--- src/rtl/mem_stage.sv ---
`default_nettype none
// +----------------------------------------------------------------------------+
// | Module      : mem_stage                                                     |
// | Description : Pipeline MEM stage; single-outstanding bus master with        |
// |               load/store lane steering and misalign/bus fault reporting.    |
// | Revision    : 1.0 - initial release                                         |
// +----------------------------------------------------------------------------+

package mem_stage_pkg;
  typedef enum logic [3:0] {
    MEM_OP_NONE = 4'd0,
    MEM_OP_LB   = 4'd1,
    MEM_OP_LBU  = 4'd2,
    MEM_OP_LH   = 4'd3,
    MEM_OP_LHU  = 4'd4,
    MEM_OP_LW   = 4'd5,
    MEM_OP_SB   = 4'd6,
    MEM_OP_SH   = 4'd7,
    MEM_OP_SW   = 4'd8
  } mem_op_t;

  typedef struct packed {
    logic [4:0]  rd_addr;
    logic [31:0] rd_data;
    mem_op_t     mem_op;
    logic [31:0] mem_data;
  } mem_params_t;
endpackage

module mem_stage
  import mem_stage_pkg::*;
(
  input  logic        clk,
  input  logic        rst,
  input  logic        valid_in,
  input  mem_params_t mem_params,
  output logic        stall,
  output logic        bus_req,
  output logic        bus_we,
  output logic [31:0] bus_addr,
  output logic [31:0] bus_wdata,
  output logic [3:0]  bus_be,
  input  logic        bus_ack,
  input  logic        bus_err,
  input  logic [31:0] bus_rdata,
  output logic        wb_valid,
  output logic        wb_we,
  output logic [4:0]  wb_rd_addr,
  output logic [31:0] wb_rd_data,
  output logic        fault_misalign,
  output logic        fault_bus
);

  typedef enum logic [0:0] {
    ST_IDLE = 1'b0,
    ST_BUS  = 1'b1
  } state_t;

  state_t      r_state;
  state_t      w_state_next;
  logic        w_stall;
  logic        w_done;
  logic        w_issue;

  mem_op_t     w_op;
  logic [31:0] w_addr;
  logic        w_is_load;
  logic        w_is_store;
  logic        w_is_mem;
  logic        w_misalign;
  logic [3:0]  w_be;
  logic [31:0] w_wdata;

  mem_op_t     r_op;
  logic [1:0]  r_lo;
  logic [4:0]  r_rd_addr;
  logic [7:0]  w_byte;
  logic [15:0] w_half;
  logic [31:0] w_load_data;

  assign w_op     = mem_params.mem_op;
  assign w_addr   = mem_params.rd_data;
  assign w_is_mem = w_is_load | w_is_store;

  always_comb begin
    w_is_load  = 1'b0;
    w_is_store = 1'b0;
    w_misalign = 1'b0;
    w_be       = 4'b0000;
    w_wdata    = 32'h0;
    case (w_op)
      MEM_OP_LB, MEM_OP_LBU: w_is_load = 1'b1;
      MEM_OP_LH, MEM_OP_LHU: begin
        w_is_load  = 1'b1;
        w_misalign = w_addr[0];
      end
      MEM_OP_LW: begin
        w_is_load  = 1'b1;
        w_misalign = |w_addr[1:0];
      end
      MEM_OP_SB: begin
        w_is_store = 1'b1;
        w_wdata    = {4{mem_params.mem_data[7:0]}};
        w_be       = 4'b0001 << w_addr[1:0];
      end
      MEM_OP_SH: begin
        w_is_store = 1'b1;
        w_misalign = w_addr[0];
        w_wdata    = {2{mem_params.mem_data[15:0]}};
        w_be       = w_addr[1] ? 4'b1100 : 4'b0011;
      end
      MEM_OP_SW: begin
        w_is_store = 1'b1;
        w_misalign = |w_addr[1:0];
        w_wdata    = mem_params.mem_data;
        w_be       = 4'b1111;
      end
      default: ;
    endcase
  end

  // Load lanes use the op and offset captured at issue, not the live inputs.
  assign w_byte = bus_rdata[{r_lo, 3'b000} +: 8];
  assign w_half = r_lo[1] ? bus_rdata[31:16] : bus_rdata[15:0];

  always_comb begin
    w_load_data = bus_rdata;
    case (r_op)
      MEM_OP_LB:  w_load_data = {{24{w_byte[7]}}, w_byte};
      MEM_OP_LBU: w_load_data = {24'h0, w_byte};
      MEM_OP_LH:  w_load_data = {{16{w_half[15]}}, w_half};
      MEM_OP_LHU: w_load_data = {16'h0, w_half};
      default:    w_load_data = bus_rdata;
    endcase
  end

  always_ff @(posedge clk or posedge rst) begin
    if (rst) r_state <= ST_IDLE;
    else     r_state <= w_state_next;
  end

  always_comb begin
    w_state_next = r_state;
    w_stall      = 1'b0;
    w_issue      = 1'b0;
    w_done       = 1'b0;
    case (r_state)
      ST_IDLE: begin
        if (valid_in && w_is_mem && !w_misalign) begin
          w_stall      = 1'b1;
          w_issue      = 1'b1;
          w_state_next = ST_BUS;
        end
      end
      ST_BUS: begin
        if (bus_ack || bus_err) begin
          w_done       = 1'b1;
          w_state_next = ST_IDLE;
        end else begin
          w_stall = 1'b1;
        end
      end
      default: w_state_next = ST_IDLE;
    endcase
  end

  assign stall = w_stall & ~rst;

  always_ff @(posedge clk or posedge rst) begin
    if (rst) begin
      bus_req        <= 1'b0;
      bus_we         <= 1'b0;
      bus_be         <= 4'b0000;
      bus_addr       <= 32'h0;
      bus_wdata      <= 32'h0;
      wb_valid       <= 1'b0;
      wb_we          <= 1'b0;
      wb_rd_addr     <= 5'd0;
      wb_rd_data     <= 32'h0;
      fault_misalign <= 1'b0;
      fault_bus      <= 1'b0;
      r_op           <= MEM_OP_NONE;
      r_lo           <= 2'b00;
      r_rd_addr      <= 5'd0;
    end else begin
      wb_valid       <= 1'b0;
      fault_misalign <= 1'b0;
      fault_bus      <= 1'b0;
      if (r_state == ST_IDLE && valid_in) begin
        if (!w_is_mem) begin
          wb_valid   <= 1'b1;
          wb_we      <= |mem_params.rd_addr;
          wb_rd_addr <= mem_params.rd_addr;
          wb_rd_data <= mem_params.rd_data;
        end else if (w_misalign) begin
          wb_valid       <= 1'b1;
          wb_we          <= 1'b0;
          wb_rd_addr     <= mem_params.rd_addr;
          wb_rd_data     <= 32'h0;
          fault_misalign <= 1'b1;
        end else if (w_issue) begin
          bus_req   <= 1'b1;
          bus_we    <= w_is_store;
          bus_be    <= w_be;
          bus_addr  <= {w_addr[31:2], 2'b00};
          bus_wdata <= w_wdata;
          r_op      <= w_op;
          r_lo      <= w_addr[1:0];
          r_rd_addr <= mem_params.rd_addr;
        end
      end else if (w_done) begin
        bus_req    <= 1'b0;
        wb_valid   <= 1'b1;
        wb_rd_addr <= r_rd_addr;
        if (bus_err) begin
          wb_we      <= 1'b0;
          wb_rd_data <= 32'h0;
          fault_bus  <= 1'b1;
        end else if (bus_we) begin
          wb_we      <= 1'b0;
          wb_rd_data <= 32'h0;
        end else begin
          wb_we      <= |r_rd_addr;
          wb_rd_data <= w_load_data;
        end
      end
    end
  end

endmodule
`default_nettype wire

--- config.mk ---
export PLATFORM = sky130hd
export DESIGN_NAME = mem_stage
export DESIGN_NICKNAME = d
export VERILOG_FILES = /design/src/rtl/mem_stage.sv
export SDC_FILE = /design/constraint.sdc
export NUM_CORES = 1
export LEC_CHECK = 0
export CORE_MARGIN = 2
export CORE_UTILIZATION = 46
export DETAILED_ROUTE_END_ITERATION = 10
export PLACE_DENSITY = 0.8
export SETUP_SLACK_MARGIN = 0.4
export SYNTH_ARGS = -nofsm -noshare
export SYNTH_HDL_FRONTEND = slang
export SYNTH_SLANG_ARGS = --single-unit
--- constraint.sdc ---
create_clock -name clk -period 5.65 [get_ports clk]
set_input_delay 1.13 -clock clk [delete_from_list [all_inputs] [get_ports clk]]
set_output_delay 1.13 -clock clk [all_outputs]
set_load 0.01 [all_outputs]
=== Word level (Yosys, flattened, before mapping) ===
Cells that the tools add are included.

* Register bits: 121
* Bits of input ports: 110
* Word-level logic and storage cells: 98

* Equality and inequality tests: 16
* Shift operators: 2
* Mux-type cells: 44
* Bitwise operators: 5
* Reduce and logical (&&, ||, !) cells: 16

{| class="wikitable"
|+ Operators by type and width
! operator !! count
|-
| $mux W32 || 6
|-
| $pmux W32 S4 || 1
|-
| $pmux W32 S3 || 1
|-
| $shiftx A32 B6 Y8 || 1
|-
| $mux W1 || 27
|-
| $eq A4 B3 Y1 const B || 5
|-
| $mux W5 || 4
|-
| $eq A4 B2 Y1 const B || 4
|-
| $mux W16 || 1
|-
| $reduce_or A5 Y1 || 3
|-
| $pmux W4 S3 || 1
|-
| $eq A4 B1 Y1 const B || 2
|-
| $reduce_and A4 Y1 || 2
|-
| $ne A2 B2 Y1 const B || 3
|-
| $reduce_or A3 Y1 || 2
|-
| $eq A4 B4 Y1 const B || 1
|-
| $mux W4 || 1
|-
| $pmux W1 S2 || 2
|-
| $reduce_or A2 Y1 || 2
|-
| $shl A1 B2 Y4 const A || 1
|-
| $logic_and A1 B1 Y1 || 3
|-
| $ne A3 B3 Y1 const B || 1
|-
| $not A1 Y1 || 3
|-
| $reduce_and A2 Y1 || 1
|-
| 5 further kinds || 5
|}

=== Depth between registers and ports, before layout ===
Gate-level depths: netlist (run 1).

* Depth in word-level cells: 12
* Gate-level depth with buffers: 9
* Mapped depth without buffers: 5

=== Worst setup path after synthesis (run 1) ===
No wires, ideal clock.

* Path kind: input to output
* Start point: input port mem_params[32] in the netlist's numbering
* End point: output port stall
* Arrival: 2,680 ps
* Path slack: 1,840 ps
* Cell stages on the path: 7
* Path through: or4b_1 -> clkbuf_1 -> a21o_1 -> a21oi_1 -> o21ai_1 -> buf_2 -> a21oi_1

* Word-level cells in the longest chain between the ends: 9

{| class="wikitable"
|+ Ends and longest elaborated chain
! item !! line !! source
|-
| start: declaration || 36 || <nowiki>input mem_params_t mem_params,</nowiki>
|-
| $eq A4 B3 Y1 (tied with other cells) || 91 || <nowiki>case (w_op)</nowiki>
|-
| $reduce_or A5 Y1 (no source line) or $reduce_or A3 Y1 (tied branches) || -- ||
|-
| $mux W1 || 91 ||
|-
| $or A1 B1 Y1 || 83 || <nowiki>assign w_is_mem = w_is_load | w_is_store;</nowiki>
|-
| $logic_and A1 B1 Y1 || 149 || <nowiki>if (valid_in && w_is_mem && !w_misalign) begin</nowiki>
|-
| $logic_and A1 B1 Y1 (*) || 149 ||
|-
| $mux W1 (*) || 149 ||
|-
| $pmux W1 S2 (*) || 147 || <nowiki>case (r_state)</nowiki>
|-
| $and A1 B1 Y1 (*) || 167 || <nowiki>assign stall = w_stall & ~rst;</nowiki>
|-
| end: declaration || 37 || <nowiki>output logic stall,</nowiki>
|}

Every way passes the cells marked *; elsewhere a longest branch is shown, timed or not.

=== Worst setup path after layout (run 1) ===
* Start point: input port mem_params[33] in the netlist's numbering
* End point: output port stall

The elaborated chain is that of the path after synthesis.

==> results of run 1 <==
-- path summary, 6_finish.rpt --
path                                          from                    endpoint  slack [ps]  cells past startpoint
min                        bus_addr[6]$_DFFE_PP0P_     bus_addr[6]$_DFFE_PP0P_         490                      1
max                                 mem_params[33]                       stall         910                      7
max reg2reg                    r_lo[1]$_DFFE_PP0P_  wb_rd_data[21]$_DFFE_PP0P_        2710                      5
min reg2reg                bus_addr[6]$_DFFE_PP0P_     bus_addr[6]$_DFFE_PP0P_         490                      1
max in group asynchronous                      rst    bus_addr[12]$_DFFE_PP0P_        3760                      3
min in group asynchronous                      rst         bus_req$_DFFE_PP0P_        1300                      3
-- state kept, by name (all words and copies together), names as in the netlist, 2 cells and up --
name and count:
r_lo 2, bus_wdata 32, wb_rd_addr 5, r_rd_addr 5
bus_be 4, r_op 4, bus_addr 30, wb_rd_data 32
-- where the power goes --
part           switching, mW  internal [mW]  total [mW]
sequential             0.158           1.07        1.23
clock                  0.376          0.816        1.19
combinational          0.467          0.670        1.14
total                   1.00           2.56        3.56
-- cell families after synthesis --
group                     synth area share [%]
DFF                                       48.7
and+or+nand+nor                           6.96
buffers and inverters                     4.34
xor gates and xnor gates                 0.141
AOI/OAI and AO/OA                         13.2
other                                   0.0603
muxes                                     26.6
-- area by class of cell --
cell class,instances,area [um^2],share of cell area [%]
Multi-Input combinational cell,348,2940,32.1
Inverter,15,58.8,0.642
Sequential cell,121,3030,33.1
Timing Repair Buffer,228,2260,24.7
Clock buffer,24,482,5.26
Tap cell,176,220,2.41
Clock inverter,8,165,1.80
-- cells in the mapped netlist, types with 14 or more instances --
cell type and n:
a221o_1 16, a22o_1 16, buf_2 17, clkbuf_1 18
dfrtp_1 121, inv_1 15, mux2_1 53, mux2_2 66
mux2i_1 17, nand2_1 48, nor2_1 14, o21ai_0 34
-- routing by layer --
layer	routed length [um]	track usage (%)
met3	1560	8.11
met5	0	0
met1	7530	31.8
met4	434	8.21
met2	9390	45.8
-- cell usage in the layout (no fill, tap or decap), types with 3 or more instances in the layout --
cell / count
mux2_2: 66
nor2_1: 14
mux2_4: 8
clkbuf_8: 3
a2bb2oi_1: 7
or4_1: 3
bufinv_16: 5
nand2_1: 48
buf_4: 9
clkdlybuf4s50_1: 219
a21oi_1: 6
dfrtp_1: 121
inv_1: 14
clkinv_2: 3
nor2b_1: 3
nand2b_1: 5
a22o_1: 16
mux2_1: 53
clkbuf_16: 17
o21ai_0: 34
a221o_1: 16
a32o_1: 8
a221oi_1: 7
mux2i_1: 17
clkbuf_1: 4
-- metrics by stage --
| step | hold WS (ps) | instance area (um^2) | total power, mW | cells | setup WS [ps] |
|---|---|---|---|---|---|
| after floorplan | 478 | 6220 | 1.77 | 527 | 1310 |
| after detailed placement | 481 | 8510 | 2.38 | 888 | 913 |
| after CTS | 493 | 9160 | 3.59 | 920 | 891 |
| after global placement | 462 | 8510 | 2.34 | 888 | 970 |
| after global routing | 496 | 9160 | 3.72 | 920 | 794 |
| final | 489 | 9160 | 3.56 | 920 | 909 |
==> impl_metrics.json, run 1 <==
{
  "status": "finished, final reports clean",
  "synth_top_cell_by_area": "dfrtp_1",
  "leakage_nw": 4.01,
  "num_vias": 5217,
  "rows": 42,
  "ys.flop_type": "dfrtp_1",
  "htreeDepth": 4,
  "drtPass1Iterations": 5,
  "peakVddDrop_mv": 0.191,
  "fin_setup_tns_ps": 0,
  "final_max_slew_viol_count": 0,
  "clkLatencyLatePin_ps": 410,
  "core_um2": 13200,
  "netlist_area_um2": 6220,
  "startpoint_type": "primary input",
  "place_hpwl_um": 13600,
  "yosys_warnings": 0,
  "tritoncts": "yes",
  "ys_types": 50,
  "vias_per_cell": 5.67,
  "slowest_delay_ps": 680,
  "cts-root-buf": "clkbuf_16",
  "syn_avg_cell_area_um2": 11.8,
  "cts.reportedPaths.clkPinSlew_ps": 50,
  "ys_seq_area_share_pct": 48.7,
  "overflow": 0,
  "routabilityCongestion": 0.883,
  "synthTopCellsByArea": "dfrtp_1 49%, mux2_2 12%, mux2_1 9.6%",
  "area_growth_pct": 47.2,
  "netlist.area_leader.share_pct": 48.7,
  "drv_cap": 0,
  "fin_crit_sh_pct": 83.9,
  "fin_crit_ps": 4740,
  "tightest_slew_ps": 1180,
  "hold_class": "flip-flop to flip-flop",
  "drtAntennaViolNets": 0,
  "hold_viol_final": 0,
  "cp_top_family": "buffers and inverters",
  "ys_async_sr_fraction_pct": 100,
  "drive_above_1_share_pct": 16.1,
  "syn-instance-count": 526,
  "final_util_pct": 69.1,
  "drt-initial-drc-count": 288,
  "drt_wl_total_um": 18900,
  "fill_cells": 953,
  "io_buffers": 219,
  "required_ps": 4520,
  "slowest_stage": "or4b_1",
  "drcViolationCount": 0,
  "slew_headroom_pct": 21.1,
  "cts_buffers": 17,
  "clock_path_buffers": 2,
  "finalSetupViolCount": 0,
  "synth_edf_count": 0,
  "worstSetupPathType": "primary input to primary output",
  "path_cells": "clkdlybuf4s50_1 > or4b_1 > a21o_1 > a21oi_1 > o21ai_4 > a21oi_1 > clkdlybuf4s50_1",
  "cp-end-kind": "primary output",
  "track_usage_pct": 26.5,
  "grt_max_degree": 81,
  "ys_ff_latch": 121,
  "antenna_cells": 0,
  "grt_first_pass_wirelength_um": 29500,
  "cts.repair.resized": 0,
  "cts_sinks": 121,
  "post_cts_buffers": 0,
  "arrival_ps": 3610,
  "die_h_um": 120,
  "start_util_pct": 47.0,
  "die_w_um": 120,
  "rsz0062_at_grt": "no",
  "antenna_found_initial": 0,
  "fmax_mhz": 211,
  "finish.net_count": 841,
  "worst-path-buf-inv": 2,
  "die_area_um2": 14500,
  "cp_max_fo": 11,
  "ios": 222,
  "first_global_vias": 5360,
  "powerDensity_nw_per_um2": 389,
  "skew_ps": 7.21,
  "holdBufCountCts": 0,
  "routedWlPerCell_um": 20.6
}
(Power assumes the default switching activity.)
==> run 2, diff against run 1 <==
==> constraint.sdc (replaced) <==
create_clock -name clk -period 4.6 [get_ports clk]
set_input_delay 0.92 -clock clk [delete_from_list [all_inputs] [get_ports clk]]
set_output_delay 0.92 -clock clk [all_outputs]
set_load 0.01 [all_outputs]
==> run 2 against run 1 <==
  * Register-to-register slack worse by 1000 ps
  * Clock power is 24% higher
  * Routed wire length is 1.2% lower
  * Setup slack worse by 370 ps
  * Critical path depth stayed put
  * Power is 23% higher
  * Sequential share of layout area is 0.16 points lower
  * Hold slack better by 0.76 ps
  * Sequential cell count stayed put
  * First-iteration DRC count is 9.4% lower
  * Largest power group unchanged
==> impl_metrics.json, run 2 (synthesis results as in run 1) <==
{
  "reg2reg_to": "wb_rd_data[27]$_DFFE_PP0P_",
  "cts.reportedPaths.clkPinSlew_ps": 50,
  "drcViolationCount": 0,
  "cp-end-kind": "primary output",
  "antenna_cells": 0,
  "tightest_slew_ps": 1180,
  "drv_cap": 0,
  "vias_per_cell": 5.66,
  "arrival_ps": 3140,
  "path_cells": "clkdlybuf4s50_1 > or4b_4 > a21o_1 > a21oi_1 > o21ai_4 > a21oi_1 > clkdlybuf4s50_1",
  "final_max_slew_viol_count": 0,
  "routedWlPerCell_um": 20.3,
  "die_w_um": 120,
  "skew_ps": 6.76,
  "powerDensity_nw_per_um2": 475,
  "drive_above_1_share_pct": 16.8,
  "slowest_delay_ps": 590,
  "r2r_setup_slack_ps": 1670,
  "rsz0062_at_grt": "no",
  "stdcell_count": 922,
  "fin_crit_ps": 4060,
  "finish.net_count": 844,
  "overflow": 0,
  "cp_max_fo": 6,
  "first_global_vias": 5423,
  "slew_headroom_pct": 21.3,
  "hold_end": "bus_addr[8]$_DFFE_PP0P_",
  "place_hpwl_um": 13600,
  "num_vias": 5223,
  "cts_buffers": 17,
  "drtAntennaViolNets": 0,
  "startpoint_type": "primary input",
  "r2r_cells": 5,
  "drt_wl_total_um": 18700,
  "start_util_pct": 47.0,
  "ios": 222,
  "cts-root-buf": "clkbuf_16",
  "drtPass1Iterations": 7,
  "dp.cells": 891,
  "grt_first_pass_wirelength_um": 29600,
  "fill_cells": 969,
  "hold_class": "flip-flop to flip-flop",
  "htreeDepth": 4,
  "clock_path_buffers": 2,
  "fin_setup_tns_ps": 0,
  "top_regs": "bus_wdata x32, wb_rd_data x32, bus_addr x30",
  "holdBufCountCts": 0,
  "drt-initial-drc-count": 261,
  "rows": 42,
  "hp-start": "bus_addr[8]$_DFFE_PP0P_",
  "grt_max_degree": 64,
  "mostFrequentLayoutCells": "219 x clkdlybuf4s50_1, 121 x dfrtp_1, 66 x mux2_2",
  "final_util_pct": 69.5,
  "antenna_found_initial": 0,
  "routabilityCongestion": 0.932,
  "final_common_cell": "clkdlybuf4s50_1",
  "area_growth_pct": 47.9,
  "die_h_um": 120,
  "cts_sinks": 121,
  "fin_crit_sh_pct": 88.3,
  "required_ps": 3680,
  "leakage_nw": 4.03,
  "slowest_stage": "or4b_4",
  "hold_viol_final": 0,
  "worst-path-buf-inv": 2,
  "tritoncts": "yes",
  "worstSetupPathType": "primary input to primary output",
  "status": "finished, final reports clean",
  "peakVddDrop_mv": 0.199,
  "total_power_mw": 4.37,
  "finalSetupViolCount": 0,
  "io_buffers": 219,
  "die_area_um2": 14500,
  "hold_path_depth": 1,
  "core_um2": 13200,
  "clkLatencyLatePin_ps": 410,
  "cp_top_family": "buffers and inverters",
  "timing.rr.start": "r_lo[1]$_DFFE_PP0P_",
  "fmax_mhz": 246,
  "track_usage_pct": 26.5
}
run 2: changes by cell type in the layout (fill, tap and decap cells not counted):
cell	previous run	this run
buf_4	9	11
clkbuf_1	4	2
buf_12	0	1
clkbuf_8	3	4
or4b_1	1	0
or4b_4	0	1
run 2: cell type report:
cell class                 instances  area [um^2]  share of cell area, %
timing repair buffer             231         2290                   24.9
sequential                       121         3030                   32.9
clock buffer                      23          488                   5.30
tap                              176          220                   2.39
inverter                          15         58.8                  0.639
clock inverter                     8          165                   1.80
multi-input combinational        348         2950                   32.0
run 2: how the worst max path moves through the flow:
stage | startpoint | slack (ps) | cells after the start | end
2_1_floorplan | rst | 470 | 1 | bus_addr[10]$_DFFE_PP0P_
3_3_place_gp | mem_params[32] | 490 | 7 | stall
3_5_place_dp | mem_params[32] | 440 | 7 | stall
4_1_cts | mem_params[32] | 440 | 7 | stall
5_1_grt | mem_params[32] | 470 | 7 | stall
6_report | mem_params[32] | 540 | 7 | stall
run 2: power breakdown:
part           internal (mW)  leakage (nW)  switching (mW)
clock                   1.01         0.323           0.453
combinational          0.825          2.17           0.572
sequential              1.32          1.54           0.188
run 2: through the flow:
step	worst slack (ps)	area [um^2]	hold slack [ps]
2_1_floorplan	466	6220	478
3_3_place_gp	491	8540	466
3_5_place_dp	444	8540	480
4_1_cts	439	9200	492
5_1_grt	471	9200	507
6_report	537	9200	490
run 2: repair_timing:
item / 4_1_cts / 5_1_grt
buffers inserted: 0 / 0
resized for setup: 0 / 1
endpoints found under the setup margin: 0 / 1
run 2: metal layers:
layer	part of all wire, %	up-vias	GRT usage, %
met4	1.7	0	8.43
met5	0	-	0
met2	50	284	45.3
met1	39	2557	32.4
li1	-	2351	-
met3	8.8	31	7.88
